==> src/rtl/calc_key_sequencer.sv <==
// calc_key_sequencer: debounced keypad front end and operand/operator sequencer for an external ALU
module calc_key_sequencer #(
   parameter int DEBOUNCE_CYC = 4,
   parameter int EXEC_TIMEOUT = 255
) (
   input  logic        clk,
   input  logic        rst,
   input  logic [11:0] swp,
   input  logic [7:0]  swd,
   input  logic        alu_done,
   input  logic        alu_err,
   input  logic [15:0] alu_result,
   output logic        alu_start,
   output logic [13:0] alu_a,
   output logic [13:0] alu_b,
   output logic [1:0]  alu_op,
   output logic [15:0] disp_val,
   output logic        disp_sgn,
   output logic [2:0]  state,
   output logic        err
);
   localparam int DW = $clog2(DEBOUNCE_CYC + 1);
   localparam int TW = $clog2(EXEC_TIMEOUT + 1);
   typedef enum logic [2:0] {
      ENTER_A = 3'd0,
      ENTER_B = 3'd1,
      EXEC    = 3'd2,
      SHOW    = 3'd3,
      ERROR   = 3'd4
   } state_t;
   state_t        state_q, state_d;
   logic [15:0]   cand_q, cand_d;
   logic [DW-1:0] db_cnt_q, db_cnt_d;
   logic          armed_q, armed_d;
   logic [13:0]   entry_q, entry_d;
   logic [2:0]    dcnt_q, dcnt_d;
   logic [13:0]   alu_a_q, alu_a_d;
   logic [13:0]   alu_b_q, alu_b_d;
   logic [1:0]    alu_op_q, alu_op_d;
   logic [15:0]   res_q, res_d;
   logic          start_q, start_d;
   logic [TW-1:0] tmo_q, tmo_d;
   logic [15:0]   kv;
   logic          accept, onehot, ev;
   logic          is_clr, is_equ, is_op, is_dig, dig_ok, res_ok;
   logic [1:0]    key_op;
   logic [3:0]    dig;
   logic          unused_keys;
   assign unused_keys = ^{swp[1:0], swd[7:6]};
   assign kv     = {swp[11:2], swd[5:0]};
   assign accept = (kv == cand_q) && (db_cnt_q == DW'(DEBOUNCE_CYC - 1));
   assign onehot = (cand_q != 16'd0) && ((cand_q & (cand_q - 16'd1)) == 16'd0);
   assign ev     = accept && armed_q && onehot;
   assign is_clr = ev && cand_q[1];
   assign is_equ = ev && cand_q[0];
   assign is_op  = ev && (|cand_q[5:2]);
   assign is_dig = ev && (|cand_q[15:6]);
   assign key_op = {cand_q[3] | cand_q[2], cand_q[4] | cand_q[2]};
   assign dig_ok = (dcnt_q < 3'd4) && ((entry_q != 14'd0) || (dig != 4'd0));
   assign res_ok = !res_q[15] && (res_q <= 16'd9999);
   // Debounce: a vector is accepted once it has been seen unchanged long enough; events need a prior all-zero accept
   always_comb begin
      cand_d   = kv;
      db_cnt_d = (kv != cand_q) ? '0 : (db_cnt_q == DW'(DEBOUNCE_CYC)) ? db_cnt_q : db_cnt_q + DW'(1);
      armed_d  = accept ? (cand_q == 16'd0) : armed_q;
   end
   // Digit value of the one-hot keypad bit; bit 6 is digit 0, bits 15..7 are digits 1..9
   always_comb begin
      dig = 4'd0;
      for (int i = 7; i < 16; i++)
         if (cand_q[i]) dig = 4'(16 - i);
   end
   // Sequencer next-state: key handling per state, ALU completion/timeout, CLR overrides everything
   always_comb begin
      state_d  = state_q;
      entry_d  = entry_q;
      dcnt_d   = dcnt_q;
      alu_a_d  = alu_a_q;
      alu_b_d  = alu_b_q;
      alu_op_d = alu_op_q;
      res_d    = res_q;
      start_d  = 1'b0;
      tmo_d    = tmo_q;
      case (state_q)
         ENTER_A: begin
            if (is_dig && dig_ok) begin
               entry_d = entry_q * 14'd10 + {10'd0, dig};
               dcnt_d  = dcnt_q + 3'd1;
            end else if (is_op) begin
               alu_a_d  = entry_q;
               alu_op_d = key_op;
               entry_d  = 14'd0;
               dcnt_d   = 3'd0;
               state_d  = ENTER_B;
            end
         end
         ENTER_B: begin
            if (is_dig && dig_ok) begin
               entry_d = entry_q * 14'd10 + {10'd0, dig};
               dcnt_d  = dcnt_q + 3'd1;
            end else if (is_op && dcnt_q == 3'd0) begin
               alu_op_d = key_op;
            end else if (is_equ) begin
               alu_b_d = entry_q;
               entry_d = 14'd0;
               dcnt_d  = 3'd0;
               start_d = 1'b1;
               tmo_d   = '0;
               state_d = EXEC;
            end
         end
         EXEC: begin
            if (alu_done) begin
               res_d   = alu_err ? res_q : alu_result;
               state_d = alu_err ? ERROR : SHOW;
            end else if (tmo_q == TW'(EXEC_TIMEOUT - 1)) begin
               state_d = ERROR;
            end else begin
               tmo_d = tmo_q + TW'(1);
            end
         end
         SHOW: begin
            if (is_dig) begin
               entry_d = {10'd0, dig};
               dcnt_d  = (dig != 4'd0) ? 3'd1 : 3'd0;
               state_d = ENTER_A;
            end else if (is_op && res_ok) begin
               alu_a_d  = res_q[13:0];
               alu_op_d = key_op;
               entry_d  = 14'd0;
               dcnt_d   = 3'd0;
               state_d  = ENTER_B;
            end
         end
         ERROR:   state_d = ERROR;
         default: state_d = ENTER_A;
      endcase
      if (is_clr) begin
         state_d  = ENTER_A;
         entry_d  = 14'd0;
         dcnt_d   = 3'd0;
         alu_a_d  = 14'd0;
         alu_b_d  = 14'd0;
         alu_op_d = 2'd0;
         res_d    = 16'd0;
         start_d  = 1'b0;
         tmo_d    = '0;
      end
   end
   // State and datapath registers
   always_ff @(posedge clk or negedge rst) begin
      if (!rst) begin
         state_q  <= ENTER_A;
         cand_q   <= 16'd0;
         db_cnt_q <= '0;
         armed_q  <= 1'b0;
         entry_q  <= 14'd0;
         dcnt_q   <= 3'd0;
         alu_a_q  <= 14'd0;
         alu_b_q  <= 14'd0;
         alu_op_q <= 2'd0;
         res_q    <= 16'd0;
         start_q  <= 1'b0;
         tmo_q    <= '0;
      end else begin
         state_q  <= state_d;
         cand_q   <= cand_d;
         db_cnt_q <= db_cnt_d;
         armed_q  <= armed_d;
         entry_q  <= entry_d;
         dcnt_q   <= dcnt_d;
         alu_a_q  <= alu_a_d;
         alu_b_q  <= alu_b_d;
         alu_op_q <= alu_op_d;
         res_q    <= res_d;
         start_q  <= start_d;
         tmo_q    <= tmo_d;
      end
   end
   assign alu_start = start_q;
   assign alu_a     = alu_a_q;
   assign alu_b     = alu_b_q;
   assign alu_op    = alu_op_q;
   assign state     = state_q;
   assign err       = (state_q == ERROR);
   assign disp_sgn  = (state_q == SHOW);
   assign disp_val  = (state_q == ENTER_A || state_q == ENTER_B) ? {2'd0, entry_q} :
                      (state_q == EXEC) ? {2'd0, alu_a_q} :
                      (state_q == SHOW) ? res_q : 16'd0;
endmodule

==> config.mk <==
export PLATFORM = sky130hd
export DESIGN_NAME = calc_key_sequencer
export DESIGN_NICKNAME = d
export VERILOG_FILES = /design/src/rtl/calc_key_sequencer.sv
export SDC_FILE = /design/constraint.sdc
export NUM_CORES = 1
export LEC_CHECK = 0
export ABC_AREA = 1
export CELL_PAD_IN_SITES_DETAIL_PLACEMENT = 1
export CELL_PAD_IN_SITES_GLOBAL_PLACEMENT = 1
export CORE_AREA = 4 4 160 115
export DETAILED_ROUTE_END_ITERATION = 10
export DIE_AREA = 0 0 164 119
export PLACE_DENSITY_LB_ADDON = 0.1
export SETUP_SLACK_MARGIN = 0.02
export SYNTH_ARGS = -nofsm -noshare
export SYNTH_HDL_FRONTEND = slang
export SYNTH_SLANG_ARGS = --single-unit
==> constraint.sdc <==
create_clock -name clk -period 3.25 [get_ports clk]
set_input_delay 0.65 -clock clk [delete_from_list [all_inputs] [get_ports clk]]
set_output_delay 0.65 -clock clk [all_outputs]
set_load 0.005 [all_outputs]
==> impl_summary.log <==
[metrics] post-synthesis instance total: between 900 and 1000
[metrics] Worst path most repeated cell: sky130_fd_sc_hd__inv_1
[metrics] biggest fanout along the worst timing path: 10
[metrics] starting density of the core: 39.3%
[metrics] Port-buffer cells: 87
[metrics] Final Max Tran Viols: 0
[metrics] Sw Ratio: 39.9%
[metrics] number of fill cells in the layout: 2257
[metrics] clock latency at the later pin of the worst-skew pair: roughly 350 ps
[metrics] antenna violations before repair: 0
[metrics] min cycle time layout: ~3000 ps
[metrics] clock tree from TritonCTS: done
[metrics] number of flops mapped to enable cells by yosys: 0
[metrics] area of the core: ~17000 um2
[metrics] worst-case clock skew: between 10 and 15 ps
[metrics] Mapped Avg Cell Area: 6.86 um2
[metrics] Final setup violation count: 0
[metrics] flip-flop and latch count after synthesis: 95
[metrics] number of global-route vias before repair: 6545
[metrics] buffers and inverters on the worst path: 5
[metrics] largest net degree at the start of global routing: 48
[metrics] Reg clk slew, reported paths: approximately 70 ps
[metrics] power share of the clock group: 21.6%
[metrics] most frequent cells in the layout: 298 x sky130_fd_sc_hd__nand2_1, 162 x sky130_fd_sc_hd__inv_1, 93 x sky130_fd_sc_hd__dfrtp_1, 89 x sky130_fd_sc_hd__nor2_1, 86 x sky130_fd_sc_hd__clkdlybuf4s50_1
[metrics] overall die area: between 15000 and 20000 um2
[metrics] library cells used by synthesis: 40
[metrics] tightest slew margin relative to the limit: about 55%
[metrics] aggregate global-route resource usage: between 20% and 30%
[metrics] average routed wire per standard cell: 15.2 um
[metrics] setup total negative slack: 0 ps
[metrics] Detailed Route WL: between 15000 and 20000 um
[metrics] power dissipated by switching net loads: ~2 mW
[metrics] GPL Wtd Cong: 0.829
[metrics] sum of internal, switching and leakage power: between 5 and 6 mW
[metrics] unrepaired setup endpoints after global routing: yes
[metrics] Worst path slowest cell: sky130_fd_sc_hd__clkdlybuf4s50_1
[metrics] yosys synthesis warning count: 0
[metrics] horizontal extent of the die: approximately 160 um
[metrics] sequential fraction of design power: between 30% and 40%
[metrics] Initial DRC Count: about 360
[metrics] max_cap viols: 0
[metrics] GRT overflow: 0
[metrics] wire length on met1: 10300 um
[metrics] Max VDD drop: roughly 0.38 mV
[metrics] Max stage delay on crit path: roughly 560 ps
[metrics] post-detailed-route count of antenna-violating nets: 0
[metrics] number of nets in the final layout: approximately 1200
[metrics] slew of the pin with the lowest slew margin: between 600 and 700 ps
[metrics] register area: 2380 um2
[metrics] worst setup timing slack at the placement stage: between 60 and 70 ps
[metrics] overall via count from detail_route: ~6500
[metrics] Worst R2R Path Depth: 16
[metrics] number of top-level pins: 92
[metrics] Antenna Diode Count: 0
[metrics] result of the run: complete, no violations
[metrics] achievable clock frequency: about 330 MHz
[metrics] area growth from synthesis to layout: 25.8%
[metrics] root cell of the clock tree: sky130_fd_sc_hd__clkbuf_16
[metrics] Netlist Area Pre-Place: 6650 um2
[metrics] final worst slack: about 230 ps
[metrics] Async SR Flop Fraction: 100%
[metrics] Leakage Power: approximately 4.2 nW
[metrics] Power per Cell Area: ~600 nW/um2
[metrics] via count normalized by instance count: around 4.9
[metrics] proportion of synthesized chip area in sequential cells: between 30% and 40%
[metrics] Clock Tree Buf Depth: 2
[metrics] most common library cell in the layout ignoring fill and taps: sky130_fd_sc_hd__nand2_1
[metrics] top routing layer in use: met4
[metrics] share of power burned in combinational logic: 46.1%
[metrics] post-route DRC violation count: 0
[metrics] final hold violation count: 0
[metrics] sort of element at the end of the critical path: output port
[metrics] Die Height: 119 um
[metrics] layout cells sized above 1: a little under a tenth
[metrics] DP HPWL: roughly 16000 um
[metrics] first-pass GRT wire length: 33500 um
[metrics] setup bufs post-CTS: 0
[metrics] logic depth of the worst path, buffers included: 8
[metrics] end-of-flow core utilization: between 40% and 50%
[metrics] num rows: 40
[metrics] area of the multi-input gates: about 3600 um2
[metrics] Hold Crit Class: in -> async
[metrics] kind of start point of the critical path: register
[metrics] # hold bufs at CTS: 0
[metrics] TritonCTS sink count: 95
[metrics] data arrival time of the critical path: roughly 2400 ps
[metrics] Pre-antenna DRT Iters: 4
[metrics] critical setup path kind: reg -> out
[metrics] amount of wire on met3 after detailed routing: between 700 and 800 um
[metrics] top flip-flop cell by instance count after synthesis: sky130_fd_sc_hd__dfrtp_1
[metrics] net count after synthesis: around 1000
[metrics] routed length on met2: roughly 9000 um
[metrics] TritonCTS buffer count: 9
[metrics] deepest level of the CTS H-tree: 3
[metrics] worst-path cell chain: inv_1 > nor3_4 > clkinv_1 > buf_4 > nor2_1 > inv_1 > o211ai_1 > clkdlybuf4s50_1
[metrics] Internal Dissipation: 3.02 mW
[metrics] Period Utilization, post-route: between 90 and 100%
[metrics] cell type group with the largest total delay on the critical path: buffers and inverters
[metrics] data required time at the worst endpoint: 2600 ps
[through the flow]
stage                     cell area (um2)  std cells  hold WS (ps)
after global placement               8020       1301           465
after detailed placement             8020       1301           470
after floorplan                      6650        970           354
after global routing                 8370       1316           373
after CTS                            8310       1316           363
final                                8370       1316           337
[timing repair]
action	CTS	global route
gates resized for setup	0	17
endpoints found under the setup margin	0	7
endpoints found under the hold margin	0	0
[synthesized netlist by cell type (2+ instances only)]
master,instances,area share [%]
sky130_fd_sc_hd__a21o_1,3,0.34
sky130_fd_sc_hd__a21oi_1,35,2.6
sky130_fd_sc_hd__a31oi_1,2,0.19
sky130_fd_sc_hd__buf_2,5,0.38
sky130_fd_sc_hd__buf_6,3,0.51
sky130_fd_sc_hd__clkbuf_1,10,0.56
sky130_fd_sc_hd__dfrtp_1,95,36
sky130_fd_sc_hd__fa_1,2,0.60
sky130_fd_sc_hd__ha_1,29,5.5
sky130_fd_sc_hd__inv_1,162,9.1
sky130_fd_sc_hd__inv_2,5,0.28
sky130_fd_sc_hd__nand2_1,298,17
sky130_fd_sc_hd__nand2_2,5,0.47
sky130_fd_sc_hd__nand2_4,2,0.34
sky130_fd_sc_hd__nand3_1,65,4.9
sky130_fd_sc_hd__nand3_2,4,0.60
sky130_fd_sc_hd__nand3_4,2,0.53
sky130_fd_sc_hd__nand4_1,18,1.7
sky130_fd_sc_hd__nand4_4,2,0.64
sky130_fd_sc_hd__nor2_1,94,5.3
sky130_fd_sc_hd__nor2_2,5,0.47
sky130_fd_sc_hd__nor2_4,4,0.68
sky130_fd_sc_hd__nor3_1,12,0.90
sky130_fd_sc_hd__nor3_2,2,0.30
sky130_fd_sc_hd__o211ai_1,14,1.6
sky130_fd_sc_hd__o21a_1,2,0.23
sky130_fd_sc_hd__o21ai_0,30,2.3
sky130_fd_sc_hd__o21ai_1,17,1.3
sky130_fd_sc_hd__o22ai_1,3,0.28
sky130_fd_sc_hd__o31ai_1,12,1.4
sky130_fd_sc_hd__or2_2,4,0.38
sky130_fd_sc_hd__xnor2_1,5,0.66
sky130_fd_sc_hd__xor2_1,12,1.6
[power by group through the flow]
stage	Clock [mW]	Combinational, mW	Sequential, mW
final	1.08	2.31	1.62
after global routing	1.18	2.58	1.66
after CTS	1.12	2.34	1.62
after detailed placement	0	2.32	1.64
after global placement	0	2.27	1.64
after floorplan	0	1.37	1.60
[registers in the layout, indices dropped and copies added, names as in the netlist]
| name | flops |
|---|---|
| cand_q | 16 |
| res_q | 16 |
| alu_a | 14 |
| alu_b | 14 |
| entry_q | 14 |
| tmo_q | 8 |
| db_cnt_q | 3 |
| dcnt_q | 3 |
| state | 3 |
| alu_op | 2 |
| alu_start | 1 |
| armed_q | 1 |
[final cells by class]
class	instances	area share [%]
sequential	95	28.4
inverter	169	7.61
clock inverter	6	0.822
timing repair buffer	120	14.1
tap	231	3.45
clock buffer	9	2.69
multi-input combinational	686	42.9
[routing by layer]
layer | vias up | track usage [%]
met4 | 0 | 3.46
met1 | 3089 | 31.6
met3 | 13 | 3.36
li1 | 3289 | -
met2 | 97 | 33.0
met5 | - | 0
[path summary, 6_finish.rpt]
| path | startpoint | to | slack [ps] |
|---|---|---|---|
| worst max-delay path | state[0]$_DFFE_PN0P_ | disp_val[7] | 230 |
| worst min-delay path | rst | alu_b[5]$_DFFE_PN0P_ | 340 |
| min in group clk | alu_op[1]$_DFFE_PN0P_ | alu_op[1]$_DFFE_PN0P_ | 490 |
| worst max register to register | entry_q[1]$_DFFE_PN0P_ | entry_q[12]$_DFFE_PN0P_ | 300 |
| worst min register to register | alu_op[1]$_DFFE_PN0P_ | alu_op[1]$_DFFE_PN0P_ | 490 |
| max in group asynchronous | rst | alu_a[2]$_DFFE_PN0P_ | 2270 |
[cells by family after synthesis]
| family | count (synthesis) | synth area share (%) |
|---|---|---|
| AOI/OAI and AO/OA | 119 | 10.3 |
| adders and majority gates | 31 | 6.06 |
| xor gates and xnor gates | 17 | 2.24 |
| buffers and inverters | 189 | 11.3 |
| and+or+nand+nor | 519 | 34.4 |
| DFF | 95 | 35.7 |
(Power assumes the default switching activity.)
